===== src/rtl/vmc_pkg.sv =====
// vmc_pkg: shared dispenser state encoding, coin denominations and coin value lookup
package vmc_pkg;
  typedef enum logic [2:0] {IDLE, SELECT, REQ, RELEASE, DONE, FAULT} state_t;
  localparam logic [7:0] COIN_10 = 8'd10;
  localparam logic [7:0] COIN_5 = 8'd5;
  localparam logic [7:0] COIN_1 = 8'd1;
  function automatic logic [7:0] coin_value(input logic [2:0] sel);
    return sel[2] ? COIN_10 : sel[1] ? COIN_5 : sel[0] ? COIN_1 : 8'd0;
  endfunction
endpackage


===== src/rtl/change_coin_select.sv =====
// change_coin_select: greedy largest-available coin pick, one-hot {10,5,1}
module change_coin_select
  import vmc_pkg::*;
(
  input  logic [7:0] remain,
  input  logic       empty_10,
  input  logic       empty_5,
  input  logic       empty_1,
  output logic [2:0] coin_sel,
  output logic       no_coin
);
  logic t10, t5, t1;
  assign t10 = remain >= COIN_10 && !empty_10;
  assign t5 = remain >= COIN_5 && !empty_5;
  assign t1 = remain >= COIN_1 && !empty_1;
  assign coin_sel = t10 ? 3'b100 : t5 ? 3'b010 : t1 ? 3'b001 : 3'b000;
  assign no_coin = coin_sel == 3'b000;
endmodule


===== src/rtl/change_dispenser.sv =====
// change_dispenser: greedy coin change dispenser with 4-phase hopper handshake and ack timeout
module change_dispenser
  import vmc_pkg::*;
#(
  parameter int ACK_TIMEOUT = 255
) (
  input  logic       clock,
  input  logic       reset,
  input  logic       start,
  input  logic [7:0] change_in,
  input  logic       coin_ack,
  input  logic       empty_10,
  input  logic       empty_5,
  input  logic       empty_1,
  input  logic       clear,
  output logic       c10,
  output logic       c5,
  output logic       c1,
  output logic       busy,
  output logic       done,
  output logic       fault,
  output logic [7:0] remain
);
  localparam int TW = ACK_TIMEOUT > 255 ? $clog2(ACK_TIMEOUT + 1) : 8;
  state_t state, state_n;
  logic [7:0] remain_n;
  logic [TW-1:0] cnt, cnt_n;
  logic [2:0] coin, coin_n, sel;
  logic no_coin;
  assign coin = {c10, c5, c1};
  change_coin_select u_sel (
    .remain(remain),
    .empty_10(empty_10),
    .empty_5(empty_5),
    .empty_1(empty_1),
    .coin_sel(sel),
    .no_coin(no_coin)
  );
  always_comb begin
    state_n = state;
    remain_n = remain;
    cnt_n = cnt;
    coin_n = coin;
    case (state)
      IDLE: if (start) begin
        remain_n = change_in;
        state_n = SELECT;
      end
      SELECT: if (remain == 8'd0) state_n = DONE;
        else if (no_coin) state_n = FAULT;
        else if (!coin_ack) begin
          coin_n = sel;
          cnt_n = '0;
          state_n = REQ;
        end
      REQ: if (coin_ack) begin
        coin_n = 3'b000;
        remain_n = remain - coin_value(coin);
        state_n = RELEASE;
      end else if (cnt == TW'(ACK_TIMEOUT - 1)) begin
        coin_n = 3'b000;
        state_n = FAULT;
      end else cnt_n = cnt + 1'b1;
      RELEASE: state_n = coin_ack ? RELEASE : SELECT;
      DONE: state_n = IDLE;
      FAULT: state_n = clear ? IDLE : FAULT;
      default: state_n = IDLE;
    endcase
  end
  always_ff @(posedge clock) begin
    if (reset) begin
      state <= IDLE;
      remain <= '0;
      cnt <= '0;
      {c10, c5, c1} <= 3'b000;
      busy <= 1'b0;
      done <= 1'b0;
      fault <= 1'b0;
    end else begin
      state <= state_n;
      remain <= remain_n;
      cnt <= cnt_n;
      {c10, c5, c1} <= coin_n;
      busy <= state_n == SELECT || state_n == REQ || state_n == RELEASE;
      done <= state_n == DONE;
      fault <= state_n == FAULT;
    end
  end
endmodule


===== config.mk =====
export PLATFORM = sky130hd
export DESIGN_NAME = change_dispenser
export DESIGN_NICKNAME = d
export VERILOG_FILES = /design/src/rtl/vmc_pkg.sv /design/src/rtl/change_coin_select.sv /design/src/rtl/change_dispenser.sv
export SDC_FILE = /design/constraint.sdc
export NUM_CORES = 1
export LEC_CHECK = 0
export ABC_CLOCK_PERIOD_IN_PS = 4400
export CORE_MARGIN = 8
export CORE_UTILIZATION = 55
export CTS_BUF_LIST = sky130_fd_sc_hd__clkbuf_8 sky130_fd_sc_hd__clkbuf_16
export DETAILED_ROUTE_END_ITERATION = 8
export GPL_TIMING_DRIVEN = 1
export PLACE_DENSITY = 0.8
export SETUP_SLACK_MARGIN = 0.02
export SKIP_LAST_GASP = 1
export SYNTH_ARGS = -nofsm -noshare
export SYNTH_HDL_FRONTEND = slang
export SYNTH_SLANG_ARGS = --single-unit

===== constraint.sdc =====
create_clock -name clock -period 4.4 [get_ports clock]
set_input_delay 0.66 -clock clock [delete_from_list [all_inputs] [get_ports clock]]
set_output_delay 0.66 -clock clock [all_outputs]
set_load 0.01 [all_outputs]

==> impl_metrics.tcl <==
set metrics [dict create \
    crit_fanout 14 \
    ff_latch_area_um2 500 \
    rsz0062_at_grt "no" \
    n_fill_cell 234 \
    finalWirelength_um 3760 \
    top_layer_used "met4" \
    grt_antenna_before_repair 0 \
    synth_most_common_cell "dfxtp_1" \
    setup_viol 0 \
    rows 19 \
    synth-async-reset-ratio_pct 0 \
    placement.io_buffers 29 \
    reg2reg_setup_slack_ns 2.29 \
    clock_path_buffers 2 \
    gp_congestion 0.807 \
    path_delay_family "compound AO/OA/AOI/OAI gates" \
    reg2reg_depth 5 \
    tightest_slew_ns 0.818 \
    cts_max_level 1 \
    vias 1457 \
    cp_data_required_time_ns 4.61 \
    synth_top_area_share_pct 32.3 \
    drtPass1Iterations 4 \
    multi_input_area_um2 955 \
    syn_nets 209 \
    power.density_nw_per_um2 312 \
    crit_slowest_cell "clkdlybuf4s50_1" \
    cts_tree "yes" \
    die_y_um 69.0 \
    route.met2.wl_um 1800 \
    post-route-period-util_pct 55.5 \
    syn2layout_area_growth_pct 20.1 \
    cts_buffers 3 \
    whs_ns 0.509 \
    vdd_drop_max_uv 228 \
    synth_edf_count 0 \
    wl_met3_um 189 \
    yosys_register_bits 25 \
    pre_cts_ws_ns 1.67 \
    fin_skew_ns 0.00308 \
    cts_resized 0 \
    cts-root-buf "clkbuf_8" \
    synth.distinct_cells 44 \
    synth_compound_gate_area_share_pct 23.7 \
    worstSkewPairLatency_ns 0.27 \
    grt_pass1_vias 1425 \
    status "finished clean" \
    regToRegEndpoint "cnt[7]" \
    worst_setup_path_end_kind "flop" \
    synth_simple_gate_area_share_pct 27.8 \
    grt_overflow 0 \
    routed_via_density 6.10 \
    cp_cell_sequence "clkdlybuf4s50_1 > mux2i_1 > or3_1 > o41ai_1 > o311a_1" \
    leakagePower_nw 0.650 \
    ios 30 \
    num_antenna_cells 0 \
    drc_errors 0 \
    yosys.area_share.adder_pct 6.14 \
    fin_ws_ns 1.96 \
    initial_utilization_pct 57.1 \
    cp-start-kind "input pin" \
    crit_start "coin_ack" \
    max_stage_delay_ns 0.65 \
    nets 232 \
    yosys_warnings 0 \
    syn_avg_cell_area_um2 8.32 \
    fmax_mhz 410 \
    min_path_type "reg -> reg" \
    post_cts_buffers 0 \
    wl_met1_um 1720 \
    cp.arrival_ns 2.66 \
    maxSlewHeadroom_pct 45.3 \
    cp.depth 5 \
    synth_cells 186 \
    synthMuxAreaShare_pct 0.647 \
    track_usage_pct 15.2 \
    maxCapViolCount 0 \
    worst-path-buf-inv 1 \
    synth_common_cells "25 x dfxtp_1, 20 x nor2_1, 13 x a21oi_1" \
    finalSetupTns_ns 0 \
    grt_max_degree 22 \
    r2r_start "remain[7]" \
    place_hpwl_um 2840 \
    slew_violations 0 \
    drtIter0Drc 84 \
    yosysTopAreaCell "dfxtp_1" \
    clkTransAtPathRegs_ns 0.08 \
    ys_seq_area_share_pct 32.3 \
    synth_top_flop_cell "dfxtp_1" \
    die-area_um2 4770 \
    drive_gt1_share_pct 7.69 \
    dieWidth_um 69.0 \
    hold_viol_final 0 \
    grt_first_pass_wirelength_um 6430 \
    syn_area_um2 1550 \
    core_um2 2710 \
    synth_top_family_by_area "simple AND/OR/NAND/NOR gates" \
    critical_path.endpoint "remain[5]" \
    post-route-min-period_ns 2.44 \
    synth_xor_area_share_pct 3.40 \
    worst-setup-path-type "in -> reg" \
    ys_top_cells_by_area "dfxtp_1 32%, ha_1 4.9%, nor2_1 4.9%" \
    routedWlPerCell_um 15.7 \
    cts.sinks 25 \
    antenna_left 0 \
    cts_hold_buf 0 \
]
-- layer usage --
| metal | GRT usage [%] | vias to the layer above |
|---|---|---|
| met5 | 0 | - |
| met4 | 5.47 | 0 |
| met3 | 3.86 | 5 |
| met2 | 25.7 | 39 |
| met1 | 18.0 | 682 |
| li1 | - | 731 |
-- metrics by stage --
step | power, mW | utilization, % | instance area, µm² | instances
2_1_floorplan | 0.386 | - | 1550 | 186
3_3_place_gp | 0.445 | 66.9 | 1810 | 235
3_5_place_dp | 0.450 | 66.9 | 1810 | 235
4_1_cts | 0.583 | 68.6 | 1860 | 239
5_1_grt | 0.614 | 68.6 | 1860 | 239
6_report | 0.581 | 68.6 | 1860 | 239
-- cells in the final DEF, fill, tap and decap left out, types with 2 or more instances in the layout --
cell	count
nor3b_2	3
o31ai_1	3
o21ai_0	10
a211oi_1	5
nor3_1	9
nor2_1	20
clkbuf_8	3
inv_1	9
nand2_1	7
nor3b_1	4
or3_1	3
dfxtp_1	25
nand4_1	4
ha_1	6
a31oi_1	4
xnor2_1	2
o41ai_1	2
xor2_1	4
nand3_1	12
a211oi_2	3
a21o_1	4
clkdlybuf4s50_1	29
nor3_2	2
nor2b_1	4
a21oi_1	13
and3_1	2
-- power by group --
| group | switching (mW) | internal [mW] | total, mW |
|---|---|---|---|
| registers | 0.0220 | 0.241 | 0.263 |
| logic | 0.0980 | 0.0861 | 0.184 |
| clock network | 0.0705 | 0.0625 | 0.133 |
| total | 0.190 | 0.390 | 0.581 |
-- cell type report --
type	count	area share [%]
clock buffer	3	2.22
clock inverter	1	0.202
inverter	8	1.62
multi-input combinational	142	51.3
sequential	25	26.9
tap	31	2.09
timing repair buffer	29	15.6
-- flip-flops by register name, indices dropped and copies added, names as in the netlist --
name,flops
c10,1
done,1
state,3
cnt,8
c5,1
fault,1
busy,1
remain,8
c1,1
-- how the worst min path moves through the flow --
stage / startpoint / to / slack (ns) / depth (start not counted)
2_1_floorplan: cnt[7] / cnt[7] / 0.48 / 2
3_3_place_gp: c1 / c1 / 0.48 / 2
3_5_place_dp: c1 / c1 / 0.50 / 2
4_1_cts: c1 / c1 / 0.51 / 2
5_1_grt: c1 / c1 / 0.53 / 2
6_report: c1 / c1 / 0.51 / 2
-- worst reg2reg max path: cells and delay by family (launching register included) --
kind            cells  cell delay, ns
simple gates        3            0.87
compound gates      2            0.80
flops               1            0.38
-- cells by family after synthesis --
logic type               Yosys count
AND/OR/NAND/NOR                   76
XOR/XNOR                           6
flip-flops                        25
buffers and inverters             19
AO/OA/AOI/OAI                     52
multiplexers                       1
adder cells (fa/ha/maj)            7
No activity file was read; power rests on OpenSTA's default activity.
